[src/rtl/cnt_step_arbiter.sv]
// Two-port round-robin command arbiter wrapped around the saturating signed step counter.
// Each accepted command steps the counter N times up or down, then pulses done with a saturation flag.
module cnt_step_arbiter #(
    parameter int RST_VAL = -50,
    parameter int MIN_VAL = -230,
    parameter int MAX_VAL = 235,
    parameter int INV_VAL = -11,
    parameter int UP_STEP = 5,
    parameter int DN_STEP = 9,
    parameter int LEN_W   = 5
) (
    input  logic                    clk,
    input  logic                    rst,
    input  logic [1:0]              cmd_valid,
    output logic [1:0]              cmd_ready,
    input  logic                    cmd_dir0,
    input  logic                    cmd_dir1,
    input  logic [LEN_W-1:0]        cmd_len0,
    input  logic [LEN_W-1:0]        cmd_len1,
    output logic signed [9:0]       cnt,
    output logic                    busy,
    output logic                    done,
    output logic                    done_id,
    output logic                    done_sat
);

    typedef enum logic [1:0] {ST_IDLE, ST_RUN, ST_DONE} state_t;

    localparam logic signed [10:0] UP_SKIP_AT = 11'(INV_VAL - UP_STEP);
    localparam logic signed [10:0] UP_LIMIT   = 11'(MAX_VAL - UP_STEP);
    localparam logic signed [10:0] DN_SKIP_AT = 11'(INV_VAL + DN_STEP);
    localparam logic signed [10:0] DN_LIMIT   = 11'(MIN_VAL + DN_STEP);
    localparam logic signed [10:0] UP_1       = 11'(UP_STEP);
    localparam logic signed [10:0] UP_2       = 11'(2 * UP_STEP);
    localparam logic signed [10:0] DN_1       = 11'(DN_STEP);
    localparam logic signed [10:0] DN_2       = 11'(2 * DN_STEP);

    // One counter step in 11-bit signed; a step that would land on INV_VAL jumps over it.
    function automatic logic signed [9:0] step_val(input logic signed [9:0] c, input logic up);
        logic signed [10:0] w;
        logic signed [10:0] n;
        w = {c[9], c};
        n = w;
        if (up) begin
            if (w == UP_SKIP_AT)     n = w + UP_2;
            else if (w <= UP_LIMIT)  n = w + UP_1;
        end else begin
            if (w == DN_SKIP_AT)     n = w - DN_2;
            else if (w >= DN_LIMIT)  n = w - DN_1;
        end
        return 10'(n);
    endfunction

    function automatic logic step_sat(input logic signed [9:0] c, input logic up);
        logic signed [10:0] w;
        w = {c[9], c};
        if (up) return (w != UP_SKIP_AT) && (w > UP_LIMIT);
        else    return (w != DN_SKIP_AT) && (w < DN_LIMIT);
    endfunction

    state_t             state_q, state_d;
    logic signed [9:0]  cnt_q, cnt_d;
    logic [LEN_W-1:0]   rem_q, rem_d;
    logic               dir_q, dir_d;
    logic               id_q, id_d;
    logic               sat_q, sat_d;
    logic               last_q, last_d;
    logic               gnt_id;
    logic               gnt_dir;
    logic [LEN_W-1:0]   gnt_len;

    // The first step is taken on the accept edge so cnt shows k steps during RUN cycle k.
    always_comb begin
        state_d   = state_q;
        cnt_d     = cnt_q;
        rem_d     = rem_q;
        dir_d     = dir_q;
        id_d      = id_q;
        sat_d     = sat_q;
        last_d    = last_q;
        cmd_ready = 2'b00;
        gnt_id    = 1'b0;
        gnt_dir   = 1'b0;
        gnt_len   = '0;
        case (state_q)
            ST_IDLE: begin
                if (cmd_valid[0] && (!cmd_valid[1] || last_q)) cmd_ready = 2'b01;
                else if (cmd_valid[1])                          cmd_ready = 2'b10;
                gnt_id  = cmd_ready[1];
                gnt_dir = gnt_id ? cmd_dir1 : cmd_dir0;
                gnt_len = gnt_id ? cmd_len1 : cmd_len0;
                if (cmd_ready != 2'b00) begin
                    id_d   = gnt_id;
                    last_d = gnt_id;
                    dir_d  = gnt_dir;
                    rem_d  = gnt_len;
                    if (gnt_len == '0) begin
                        state_d = ST_DONE;
                        sat_d   = 1'b0;
                    end else begin
                        state_d = ST_RUN;
                        cnt_d   = step_val(cnt_q, gnt_dir);
                        sat_d   = step_sat(cnt_q, gnt_dir);
                    end
                end
            end
            ST_RUN: begin
                if (rem_q == LEN_W'(1)) begin
                    state_d = ST_DONE;
                end else begin
                    cnt_d = step_val(cnt_q, dir_q);
                    if (step_sat(cnt_q, dir_q)) sat_d = 1'b1;
                    rem_d = rem_q - 1'b1;
                end
            end
            ST_DONE: state_d = ST_IDLE;
            default: state_d = ST_IDLE;
        endcase
    end

    always_ff @(posedge clk) begin
        if (rst) begin
            state_q <= ST_IDLE;
            cnt_q   <= 10'(RST_VAL);
            id_q    <= 1'b0;
            sat_q   <= 1'b0;
            last_q  <= 1'b1;
        end else begin
            state_q <= state_d;
            cnt_q   <= cnt_d;
            id_q    <= id_d;
            sat_q   <= sat_d;
            last_q  <= last_d;
        end
    end

    always_ff @(posedge clk) begin
        rem_q <= rem_d;
        dir_q <= dir_d;
    end

    assign cnt      = cnt_q;
    assign busy     = (state_q != ST_IDLE);
    assign done     = (state_q == ST_DONE);
    assign done_id  = done & id_q;
    assign done_sat = done & sat_q;

endmodule
[config.mk]
export PLATFORM = sky130hd
export DESIGN_NAME = cnt_step_arbiter
export DESIGN_NICKNAME = d
export VERILOG_FILES = /design/src/rtl/cnt_step_arbiter.sv
export SDC_FILE = /design/constraint.sdc
export NUM_CORES = 1
export LEC_CHECK = 0
export BUFFER_PORTS_ARGS = -buffer_cell sky130_fd_sc_hd__buf_4
export CAP_MARGIN = 20
export CORE_MARGIN = 5
export CORE_UTILIZATION = 55
export CTS_CLUSTER_DIAMETER = 120
export DETAILED_ROUTE_END_ITERATION = 8
export GPL_TIMING_DRIVEN = 0
export HOLD_SLACK_MARGIN = 0.15
export PLACE_DENSITY = 0.79
export SLEW_MARGIN = 20
export SYNTH_ARGS = -nofsm -noshare
export SYNTH_HDL_FRONTEND = slang
export SYNTH_SLANG_ARGS = --single-unit
[constraint.sdc]
create_clock -name clk -period 2.9 [get_ports clk]
set_input_delay 0.58 -clock clk [delete_from_list [all_inputs] [get_ports clk]]
set_output_delay 0.58 -clock clk [all_outputs]
set_load 0.02 [all_outputs]
==> impl_metrics.tcl <==
set metrics [dict create \
    outcome "finished clean" \
    arrival_ns 2.70 \
    synth_seq_cells 21 \
    fillers 269 \
    timing.final.max_slew_violations 0 \
    reg2reg_depth 7 \
    whs_endpoint "state_q[1]$_SDFFE_PP0P_" \
    ys_warn_count 0 \
    relSlewSlack_pct 42.5 \
    ctsHoldBuffers 0 \
    vias 1780 \
    finalHoldViolCount 0 \
    wl_per_cell_um 14.7 \
    ys_types 60 \
    drcViolationCount 0 \
    hold_depth 1 \
    clk_path_buf_depth 2 \
    numCtsBuffers 3 \
    p_leak_nw 0.930 \
    drtPass1Iterations 4 \
    clockRootBuffer "clkbuf_4" \
    p_per_area_nw_per_um2 524 \
    setup_viol 0 \
    worstPathMaxFanout 10 \
    grt_max_degree 13 \
    ant_nets 0 \
    vdd_ir_drop_max_mv 0.295 \
    synth.avg_cell_area_sq_um 8.07 \
    synth-seq-area-share_pct 27.1 \
    cp-end-kind "flip-flop" \
    final_common_cell "buf_4" \
    seqCellArea_sq_um 480 \
    required_ns 3.12 \
    crit-reg2reg-launch "cnt[1]$_SDFFE_PP1P_" \
    slowest_stage "dfxtp_1" \
    grt_overflow 0 \
    path_class "flip-flop to flip-flop" \
    nets 281 \
    cts-htree-levels 1 \
    die_h_um 66.8 \
    grt_setup_unrepaired "false" \
    multiInputGateArea_sq_um 1190 \
    crit_top_cell "nor4_1" \
    grt_pass1_vias 1660 \
    routed_wl_um 4390 \
    worst_path_largest_cell_delay_ns 0.56 \
    cts.reportedPaths.clkPinSlew_ns 0.14 \
    hp-class "flip-flop to flip-flop" \
    dominantRegCellSynth "dfxtp_1" \
    crit_buf_inv 0 \
    grt_usage_pct 21.3 \
    routabilityCongestion 0.945 \
    synthArstFlopShare_pct 0 \
    start_util_pct 57.7 \
    dieArea_sq_um 4460 \
    rows 20 \
    drive_gt1_share_pct 22.8 \
    min_from "state_q[1]$_SDFFE_PP0P_" \
    period_needed_ns 2.48 \
    die_x_um 66.8 \
    area_growth_pct 17.3 \
    cts_sinks 21 \
    r2r_setup_slack_ns 0.42 \
    finalCritPeriodShare_pct 85.6 \
    hpwl_um 3250 \
    syn_area_sq_um 1780 \
    final.setup_skew_ns 0.00714 \
    synth_enable_flop_cells 6 \
    io_pins 32 \
    viasPerCell 5.97 \
    coreArea_sq_um 3080 \
    tightest_slew_ns 0.850 \
    syn_inst 220 \
    diodes 0 \
    path_cells "ha_1, nor4_1, o211ai_2, nand2_1, nor4_1, mux2i_1, mux2_1" \
    cp_top_family "simple AND/OR/NAND/NOR gates" \
    grt_antenna_before_repair 0 \
    io_buffer_count 30 \
    startpoint_type "flip-flop" \
    grt_pass1_wl_um 7370 \
    drt_iter0_drc 122 \
    tns_ns 0 \
    cts_setup_buffers 0 \
    cap_violations 0 \
    post_cts_resized 0 \
    synth_nets 246 \
    stdcell_count 298 \
    r2r_end "cnt[5]$_SDFFE_PP0P_" \
    layout_common_cells "30 x buf_4, 22 x nor2_1, 17 x a21oi_1, 15 x dfxtp_1, 13 x nand2_1" \
    cts_tree "done" \
    clk_latency_ns 0.32 \
    post-place-cells 294 \
    max_freq_mhz 403 \
]
==> worst register-to-register path, cell delays in order, from the launching register on <==
cell      delay (ns)
dfxtp_1         0.56
ha_1            0.29
nor4_1          0.08
o211ai_2        0.42
nand2_1         0.19
nor4_1          0.38
mux2i_1         0.13
mux2_1          0.32
==> cells by family after synthesis <==
kind of cell / Yosys count / share of synthesized area [%]
AOI/OAI and AO/OA: 62 / 24.2
DFF: 21 / 27.1
xor gates and xnor gates: 3 / 1.48
adders and majority gates: 10 / 7.05
muxes: 14 / 8.39
and+or+nand+nor: 85 / 25.7
buffers and inverters: 25 / 6.13
==> cell usage after synthesis, types with 2 or more instances <==
cell type | n | area share [%]
edfxtp_1 | 6 | 10
and4_1 | 3 | 1.5
and2_1 | 2 | 0.70
nor3_1 | 10 | 2.8
a211oi_1 | 4 | 1.7
nor4_1 | 3 | 1.1
mux2i_1 | 10 | 5.6
a21oi_1 | 17 | 4.8
o32ai_1 | 2 | 0.99
ha_1 | 10 | 7.0
or4_4 | 2 | 1.3
mux2_2 | 2 | 1.3
xor2_1 | 2 | 0.99
a31oi_1 | 5 | 1.8
nor2b_1 | 6 | 2.1
nand3_1 | 3 | 0.85
nand2_2 | 2 | 0.70
or3_1 | 2 | 0.70
and3_1 | 4 | 1.4
clkbuf_1 | 4 | 0.85
dfxtp_1 | 15 | 17
buf_1 | 2 | 0.42
inv_1 | 12 | 2.5
o21bai_1 | 2 | 0.85
nor2_1 | 22 | 4.7
o21ai_1 | 2 | 0.56
nand4_1 | 4 | 1.4
nand2b_1 | 3 | 1.1
buf_2 | 6 | 1.7
nand2_1 | 13 | 2.7
a21boi_0 | 2 | 0.85
o21ai_0 | 10 | 2.8
==> registers in the layout, indices dropped and copies added (netlist names) <==
name / count
dir_q: 1
cnt: 10
id_q: 1
last_q: 1
state_q: 2
sat_q: 1
rem_q: 5
==> stage by stage <==
step           hold slack, ns  cell area, sq um  utilization [%]  setup WS [ns]  power [mW]
3_3_place_gp            0.461              2060             66.8          0.341       0.930
2_1_floorplan           0.446              1780                -          0.588       0.787
5_1_grt                 0.501              2080             67.7          0.163        1.18
6_report                0.479              2080             67.7          0.416        1.09
4_1_cts                 0.482              2080             67.7          0.446        1.09
3_5_place_dp            0.463              2060             66.8          0.308       0.934
==> power by group <==
part / total (mW) / internal [mW] / switching [mW]
clock: 0.157 / 0.0517 / 0.105
sequential: 0.408 / 0.354 / 0.0541
combinational: 0.528 / 0.221 / 0.307
total: 1.09 / 0.627 / 0.466
==> how the worst max path moves through the flow <==
stage                        startpoint                   to  slack [ns]  cells after the start
floorplan                   cmd_len0[2]  cnt[5]$_SDFFE_PP0P_        0.59                      6
global route        cnt[2]$_SDFFE_PP1P_  cnt[5]$_SDFFE_PP0P_        0.16                      9
CTS                 cnt[1]$_SDFFE_PP1P_  cnt[5]$_SDFFE_PP0P_        0.45                      7
finish              cnt[1]$_SDFFE_PP1P_  cnt[5]$_SDFFE_PP0P_        0.42                      7
global placement            cmd_len0[2]  cnt[5]$_SDFFE_PP0P_        0.34                      7
detailed placement         cmd_valid[0]  cnt[0]$_SDFFE_PP0P_        0.31                      8
==> routing by layer <==
metal | GRT usage, % | share of wire [%]
met3 | 3.54 | 6.6
met4 | 9.14 | 2.7
met2 | 33.3 | 47
met1 | 28.5 | 44
met5 | 0 | 0
==> cell type report <==
| class | count | share of cell area, % |
|---|---|---|
| inverter | 12 | 2.16 |
| clock buffer | 3 | 1.08 |
| multi-input combinational | 174 | 56.9 |
| sequential | 21 | 23.1 |
| tap | 44 | 2.64 |
| timing repair buffer | 30 | 10.8 |
| clock inverter | 1 | 0.240 |
| buffer | 13 | 3.06 |
(Power assumes the default switching activity.)
